`src/rtl/bus_port_fifo_pkg.sv`:
```
// rtl/bus_port_fifo_pkg.sv - shared constants and helpers for the bus port FIFO
package bus_port_pkg;

  localparam int ID_W = 8;
  localparam logic [ID_W-1:0] BROADCAST_ID = 8'hFF;

  // Widest packet the destination helper accepts; narrower packets are zero-extended.
  localparam int MAX_PKT_W = 64;

  // Bit positions inside the sticky err vector.
  localparam int ERR_TX_OVF = 0;
  localparam int ERR_TX_UDF = 1;
  localparam int ERR_RX_OVF = 2;
  localparam int ERR_RX_ID  = 3;

  // Destination ID lives in the top ID_W bits of a pkt_w-wide packet.
  function automatic logic [ID_W-1:0] get_dest(input logic [MAX_PKT_W-1:0] pkt,
                                               input int unsigned pkt_w);
    return ID_W'(pkt >> (pkt_w - ID_W));
  endfunction

endpackage

```
`src/rtl/bus_port_fifo_if.sv`:
```
// rtl/bus_port_fifo_if.sv - bus-side handshake between a terminal FIFO and the arbiter
interface bus_port_fifo_if #(
  parameter int pckg_sz = 16
);

  logic               pndng;
  logic [pckg_sz-1:0] D_pop;
  logic               pop;
  logic               push;
  logic [pckg_sz-1:0] D_push;

  // Arbiter side: sees pending packets, drains with pop, delivers with push.
  modport master (
    input  pndng,
    input  D_pop,
    output pop,
    output push,
    output D_push
  );

  // Terminal side: offers TX head, accepts RX packets.
  modport slave (
    output pndng,
    output D_pop,
    input  pop,
    input  push,
    input  D_push
  );

endinterface

```
`src/rtl/bus_port_fifo_sync_fifo.sv`:
```
// rtl/bus_port_fifo_sync_fifo.sv - show-ahead synchronous FIFO with count-based flags
module bus_port_sync_fifo #(
  parameter int WIDTH = 16,
  parameter int DEPTH = 4,
  localparam int PW = (DEPTH > 1) ? $clog2(DEPTH) : 1,
  localparam int CW = $clog2(DEPTH + 1)
) (
  input  logic             clk,
  input  logic             rst_n,
  input  logic             wr,
  input  logic [WIDTH-1:0] wdata,
  input  logic             rd,
  output logic [WIDTH-1:0] rdata,
  output logic             full,
  output logic             empty,
  output logic [CW-1:0]    cnt,
  output logic             ovf,
  output logic             udf
);

  logic [WIDTH-1:0] mem [DEPTH];
  logic [PW-1:0]    wr_ptr;
  logic [PW-1:0]    rd_ptr;
  logic             wr_ok;
  logic             rd_ok;

  // Flags come from the count so pointer equality never has to be disambiguated.
  always_comb begin
    full  = (cnt == CW'(DEPTH));
    empty = (cnt == '0);
    rd_ok = rd && !empty;
    // A full FIFO still takes a write when the head leaves in the same cycle.
    wr_ok = wr && (!full || rd_ok);
    ovf   = wr && !wr_ok;
    udf   = rd && empty;
    rdata = empty ? '0 : mem[rd_ptr];
  end

  // Storage is deliberately left uninitialised; the empty gate hides stale data.
  always_ff @(posedge clk) begin
    if (wr_ok) mem[wr_ptr] <= wdata;
  end

  // Pointer and occupancy bookkeeping; pointers wrap naturally since DEPTH is a power of 2.
  always_ff @(posedge clk or negedge rst_n) begin
    if (!rst_n) begin
      wr_ptr <= '0;
      rd_ptr <= '0;
      cnt    <= '0;
    end else begin
      if (wr_ok) wr_ptr <= PW'(wr_ptr + 1'b1);
      if (rd_ok) rd_ptr <= PW'(rd_ptr + 1'b1);
      case ({wr_ok, rd_ok})
        2'b10:   cnt <= CW'(cnt + 1'b1);
        2'b01:   cnt <= CW'(cnt - 1'b1);
        default: cnt <= cnt;
      endcase
    end
  end

endmodule

```
`src/rtl/bus_port_fifo.sv`:
```
// rtl/bus_port_fifo.sv - per-terminal TX/RX FIFO pair with ID filter and sticky errors
module bus_port_fifo
  import bus_port_pkg::*;
#(
  parameter int pckg_sz = 16,
  parameter int depth   = 4,
  parameter int id      = 0,
  localparam int CW = $clog2(depth + 1)
) (
  input  logic               clk,
  input  logic               reset,
  input  logic               dev_wr,
  input  logic [pckg_sz-1:0] dev_wdata,
  output logic               tx_full,
  output logic [CW-1:0]      tx_cnt,
  input  logic               dev_rd,
  output logic [pckg_sz-1:0] dev_rdata,
  output logic               rx_empty,
  output logic [CW-1:0]      rx_cnt,
  output logic [3:0]         err,
  bus_port_fifo_if.slave     bus
);

  logic               tx_empty;
  logic               tx_ovf;
  logic               tx_udf;
  logic [pckg_sz-1:0] tx_head;
  logic               rx_full;
  logic               rx_ovf;
  logic               rx_udf;
  logic [ID_W-1:0]    dest;
  logic               rx_accept;
  logic               rx_id_drop;
  logic [3:0]         err_set;

  // Reading an empty RX FIFO is harmless, and RX fullness is only seen via the overflow pulse.
  wire unused_ok = &{1'b0, rx_udf, rx_full};

  bus_port_sync_fifo #(
    .WIDTH (pckg_sz),
    .DEPTH (depth)
  ) u_tx_fifo (
    .clk   (clk),
    .rst_n (reset),
    .wr    (dev_wr),
    .wdata (dev_wdata),
    .rd    (bus.pop),
    .rdata (tx_head),
    .full  (tx_full),
    .empty (tx_empty),
    .cnt   (tx_cnt),
    .ovf   (tx_ovf),
    .udf   (tx_udf)
  );

  bus_port_sync_fifo #(
    .WIDTH (pckg_sz),
    .DEPTH (depth)
  ) u_rx_fifo (
    .clk   (clk),
    .rst_n (reset),
    .wr    (rx_accept),
    .wdata (bus.D_push),
    .rd    (dev_rd),
    .rdata (dev_rdata),
    .full  (rx_full),
    .empty (rx_empty),
    .cnt   (rx_cnt),
    .ovf   (rx_ovf),
    .udf   (rx_udf)
  );

  // Destination filter: keep packets addressed to this terminal or broadcast.
  always_comb begin
    dest       = get_dest(MAX_PKT_W'(bus.D_push), pckg_sz);
    rx_accept  = bus.push && ((dest == ID_W'(id)) || (dest == BROADCAST_ID));
    rx_id_drop = bus.push && !rx_accept;
    bus.pndng  = !tx_empty;
    bus.D_pop  = tx_head;
  end

  // Collect this cycle's error events into their err bit positions.
  always_comb begin
    err_set             = '0;
    err_set[ERR_TX_OVF] = tx_ovf;
    err_set[ERR_TX_UDF] = tx_udf;
    err_set[ERR_RX_OVF] = rx_ovf;
    err_set[ERR_RX_ID]  = rx_id_drop;
  end

  // Error flags accumulate until the next reset.
  always_ff @(posedge clk or negedge reset) begin
    if (!reset) err <= '0;
    else        err <= err | err_set;
  end

endmodule

```
`src/flat_wrapper.sv`:
```
// flat-port wrapper written by rule: the top's interface ports become plain ports
module bus_port_fifo_flat import bus_port_pkg::*;
#(
  parameter int pckg_sz = 16,
  parameter int depth   = 4,
  parameter int id      = 0,
  localparam int CW = $clog2(depth + 1)
)
  (clk, reset, dev_wr, dev_wdata, tx_full, tx_cnt, dev_rd, dev_rdata, rx_empty, rx_cnt, err, bus_pndng, bus_D_pop, bus_pop, bus_push, bus_D_push);
  bus_port_fifo_if #(.pckg_sz(pckg_sz)) bus_i ();
  input  logic clk;
  input  logic reset;
  input  logic dev_wr;
  input  logic [pckg_sz-1:0] dev_wdata;
  output logic tx_full;
  output logic [CW-1:0] tx_cnt;
  input  logic dev_rd;
  output logic [pckg_sz-1:0] dev_rdata;
  output logic rx_empty;
  output logic [CW-1:0] rx_cnt;
  output logic [3:0] err;
  output wire logic [$bits(bus_i.pndng)-1:0] bus_pndng;
  output wire logic [$bits(bus_i.D_pop)-1:0] bus_D_pop;
  input wire logic [$bits(bus_i.pop)-1:0] bus_pop;
  input wire logic [$bits(bus_i.push)-1:0] bus_push;
  input wire logic [$bits(bus_i.D_push)-1:0] bus_D_push;
  assign bus_pndng = bus_i.pndng;
  assign bus_D_pop = bus_i.D_pop;
  assign bus_i.pop = bus_pop;
  assign bus_i.push = bus_push;
  assign bus_i.D_push = bus_D_push;
  bus_port_fifo #(.pckg_sz(pckg_sz), .depth(depth), .id(id)) u_core (.clk(clk), .reset(reset), .dev_wr(dev_wr), .dev_wdata(dev_wdata), .tx_full(tx_full), .tx_cnt(tx_cnt), .dev_rd(dev_rd), .dev_rdata(dev_rdata), .rx_empty(rx_empty), .rx_cnt(rx_cnt), .err(err), .bus(bus_i));
endmodule
```
`config.mk`:
```
export PLATFORM = sky130hd
export DESIGN_NAME = bus_port_fifo_flat
export DESIGN_NICKNAME = d
export VERILOG_FILES = /design/src/rtl/bus_port_fifo_pkg.sv /design/src/rtl/bus_port_fifo_if.sv /design/src/rtl/bus_port_fifo_sync_fifo.sv /design/src/rtl/bus_port_fifo.sv /design/src/flat_wrapper.sv
export SDC_FILE = /design/constraint.sdc
export NUM_CORES = 1
export LEC_CHECK = 0
export CAP_MARGIN = 20
export CORE_AREA = 2 2 120 93
export CTS_CLUSTER_SIZE = 40
export DETAILED_ROUTE_END_ITERATION = 10
export DIE_AREA = 0 0 122 95
export PLACE_DENSITY = 0.85
export RECOVER_POWER = 25
export SYNTH_ARGS = -nofsm -noshare
export SYNTH_HDL_FRONTEND = slang
export SYNTH_SLANG_ARGS = --single-unit
```
`constraint.sdc`:
```
create_clock -name clk -period 5 [get_ports clk]
set_clock_uncertainty 0.15 [all_clocks]
set_input_delay 1.5 -clock clk [delete_from_list [all_inputs] [get_ports clk]]
set_output_delay 1.5 -clock clk [all_outputs]
set_load 0.1 [all_outputs]
```
==> out/metrics.csv <==
metric;value;unit
clk buf depth;2;
unrepaired setup endpoints after global routing;false;
CP Class;reg -> out;
syn_nets;358;
hold_sp;u_core.err[3]$_DFF_PN0_;
CTS resizes;0;
Initial Utilization;56.45;%
vias;3040;
CORE AREA;10530;um^2
Final min period;4.216;ns
Post-synth EDFFs;128;
layout cells sized above 1;25.97;%
Worst Hold Endpoint;u_core.err[3]$_DFF_PN0_;
final cycle utilization of the critical path;84.32;%
Max-cap violations;0;
Placer Congestion;0.7426;
Synth Instances;309;
yosys warns;0;
fill count;681;
Async S/R FF share, synth;12.33;%
Util after Layout;70.08;%
Slowest cell on crit path;clkdlybuf4s50_1;
1st-pass router iterations;6;
CP arrival;2.57;ns
CTS tree;built;
Hold Slack;0.3082;ns
clock slew at reported path FFs;0.06;ns
Root Buffer;clkbuf_16;
Vias/cell;5.507;
Worst EP required;3.35;ns
reg2reg start;u_core.u_tx_fifo.cnt[0]$_DFFE_PN0P_;
Worst Tran Pin Value;0.9803;ns
number of I/O port buffers;82;
Tot GR Track Use;19.92;%
most frequent cell after synthesis;edfxtp_1;
Peak Freq;0.2372;GHz
area grow syn2layout;24.15;%
Synth Cell Area;5943;um^2
Worst Hold Class;reg -> reg;
setup bufs post-CTS;0;
Rel. slew slack;34.45;%
r2r endpoint;u_core.u_tx_fifo.mem[2][8]$_DFFE_PP_;
most frequent cells after synthesis;edfxtp_1 (128), mux4_2 (32), and2_1 (22);
run status;completed;
DR iter-0 viols;226;
setup violators final;0;
DRC;0;
row cnt;33;
Synth cell types;41;
Clock Latency Late Sink;0.40;ns
Synth top area share;64.67;%
Seq/Total Area, Yosys;72.25;%
FF+latch count, synth;146;
Synth area leaders;edfxtp_1 (65%), mux4_2 (12%), dfrtp_1 (7.6%);
Yosys top cell by area;edfxtp_1;
Post-Place Cells;520;
Final Cell Area;7378;um^2
slowest stage delay, CP;1.24;ns
CTS Hold Bufs;0;
hold path depth;1;
setup slack, reg-to-reg;2.41;ns
# H-tree levels;4;
crit start category;register;
GRT Residual Overflow;0;
diode count;0;
Synth Flop Type;edfxtp_1;
final hold vios;0;
crit path capture type;primary output;
Post-Layout Cell Count;552;
Critical Path, Cell by Cell;or3_1 > clkdlybuf4s50_1;
Max FO, Critical Path;19;
Reg2Reg Depth;5;
initial antenna violation count;0;
largest net degree at the start of global routing;20;
Die Wd;122;um
number of global-route vias before repair;3204;
dpl hpwl;6.793;mm
nets@finish;448;
final WL;10.54;mm
first-pass GRT wire length;16.68;mm
Synth Area per Inst;19.23;um^2
clock sinks;146;
WL per Instance;19.09;um
Die H;95;um
Antenna Nets Post-Route;0;
pins over their slew limit;0;
Ports;83;
Die ar.;11590;um^2
clock buffer count from CTS;17;
DP Area;6809;um^2
## through the flow
| stage | worst slack, ns | TNS [ns] |
|---|---|---|
| after global placement | 0.8410 | 0 |
| after CTS | 0.7581 | 0 |
| after global routing | 0.6720 | 0 |
| after floorplan | -0.2285 | -2.057 |
| final | 0.7838 | 0 |
| after detailed placement | 0.7292 | 0 |
## cell families (layout without fill, tap and decap cells)
kind of cell             after synthesis  count (layout)  share of synthesized area (%)
flip-flops                           146             146                          72.25
AND/OR/NAND/NOR                       70              70                          7.284
multiplexers                          33              33                          12.29
buffers and inverters                 23             126                          1.832
AO/OA/AOI/OAI                         15              15                          2.021
adder cells (fa/ha/maj)               11              11                          2.568
XOR/XNOR                              11              11                          1.748
## critical path: cells and delay by family, from the launching register on
family                 cells  cell delay, ns
buffers and inverters      1            1.24
and+or+nand+nor            1            0.50
DFF                        1            0.41
## layer usage
metal | vias to the layer above | track usage (%) | wire [um]
met1 | 1550 | 27.13 | 4569
met2 | 89 | 31.47 | 5309
met5 | - | 0 | 0
met3 | 13 | 4.891 | 495
met4 | 0 | 7.950 | 161
li1 | 1388 | - | -
## registers in the layout (all words and copies together), names as in the netlist
name / count
u_core.u_tx_fifo.wr_ptr: 2
u_core.u_tx_fifo.mem: 64
u_core.u_rx_fifo.wr_ptr: 2
u_core.u_tx_fifo.cnt: 3
u_core.err: 4
u_core.u_rx_fifo.mem: 64
u_core.u_rx_fifo.cnt: 3
u_core.u_tx_fifo.rd_ptr: 2
u_core.u_rx_fifo.rd_ptr: 2
## layout by cell type, fill, tap and decap left out, types with 2 or more instances in the layout
master and n:
xor2_1 3, clkbuf_16 17, o21bai_1 2, dfrtp_1 18, nor2_1 5, or4_4 2, buf_4 36, a21o_1 2
xnor2_1 7, nand3b_1 2, nand3_1 2, ha_1 9, dlygate4sd3_1 21, inv_1 9, and3_2 4, nand4_1 2
nor2b_1 17, mux4_2 32, fa_1 2, inv_6 3, nand2b_1 3, and2_1 22, clkdlybuf4s50_1 28, clkbuf_1 3
o21ai_0 3, clkinv_1 2, clkinv_4 3, nand2_1 5, edfxtp_1 128, bufinv_16 2
## how the worst max path moves through the flow
stage	start	endpoint	slack, ns	depth (start not counted)
3_5_place_dp	bus_D_push[13]	u_core.u_rx_fifo.cnt[2]$_DFFE_PN0P_	0.73	9
2_1_floorplan	u_core.u_rx_fifo.cnt[0]$_DFFE_PN0P_	dev_rdata[10]	-0.23	3
3_3_place_gp	bus_D_push[13]	u_core.u_rx_fifo.cnt[2]$_DFFE_PN0P_	0.84	9
5_1_grt	u_core.u_tx_fifo.cnt[0]$_DFFE_PN0P_	bus_pndng	0.67	2
4_1_cts	u_core.u_tx_fifo.cnt[0]$_DFFE_PN0P_	bus_pndng	0.76	2
6_report	u_core.u_tx_fifo.cnt[0]$_DFFE_PN0P_	bus_pndng	0.78	2
## final cells by class
type                       instances  area [um^2]  area share (%)
timing repair buffer              85        760.7           10.31
clock inverter                    12        132.6           1.798
sequential                       146         4294           58.20
inverter                           9        33.78          0.4579
multi-input combinational        140         1545           20.94
clock buffer                      20        436.7           5.918
tap                              140        175.2           2.374
Power is left out: the tool's default activity adds up to more than one toggle a clock period on the data nets, which glitch-free logic cannot reach.
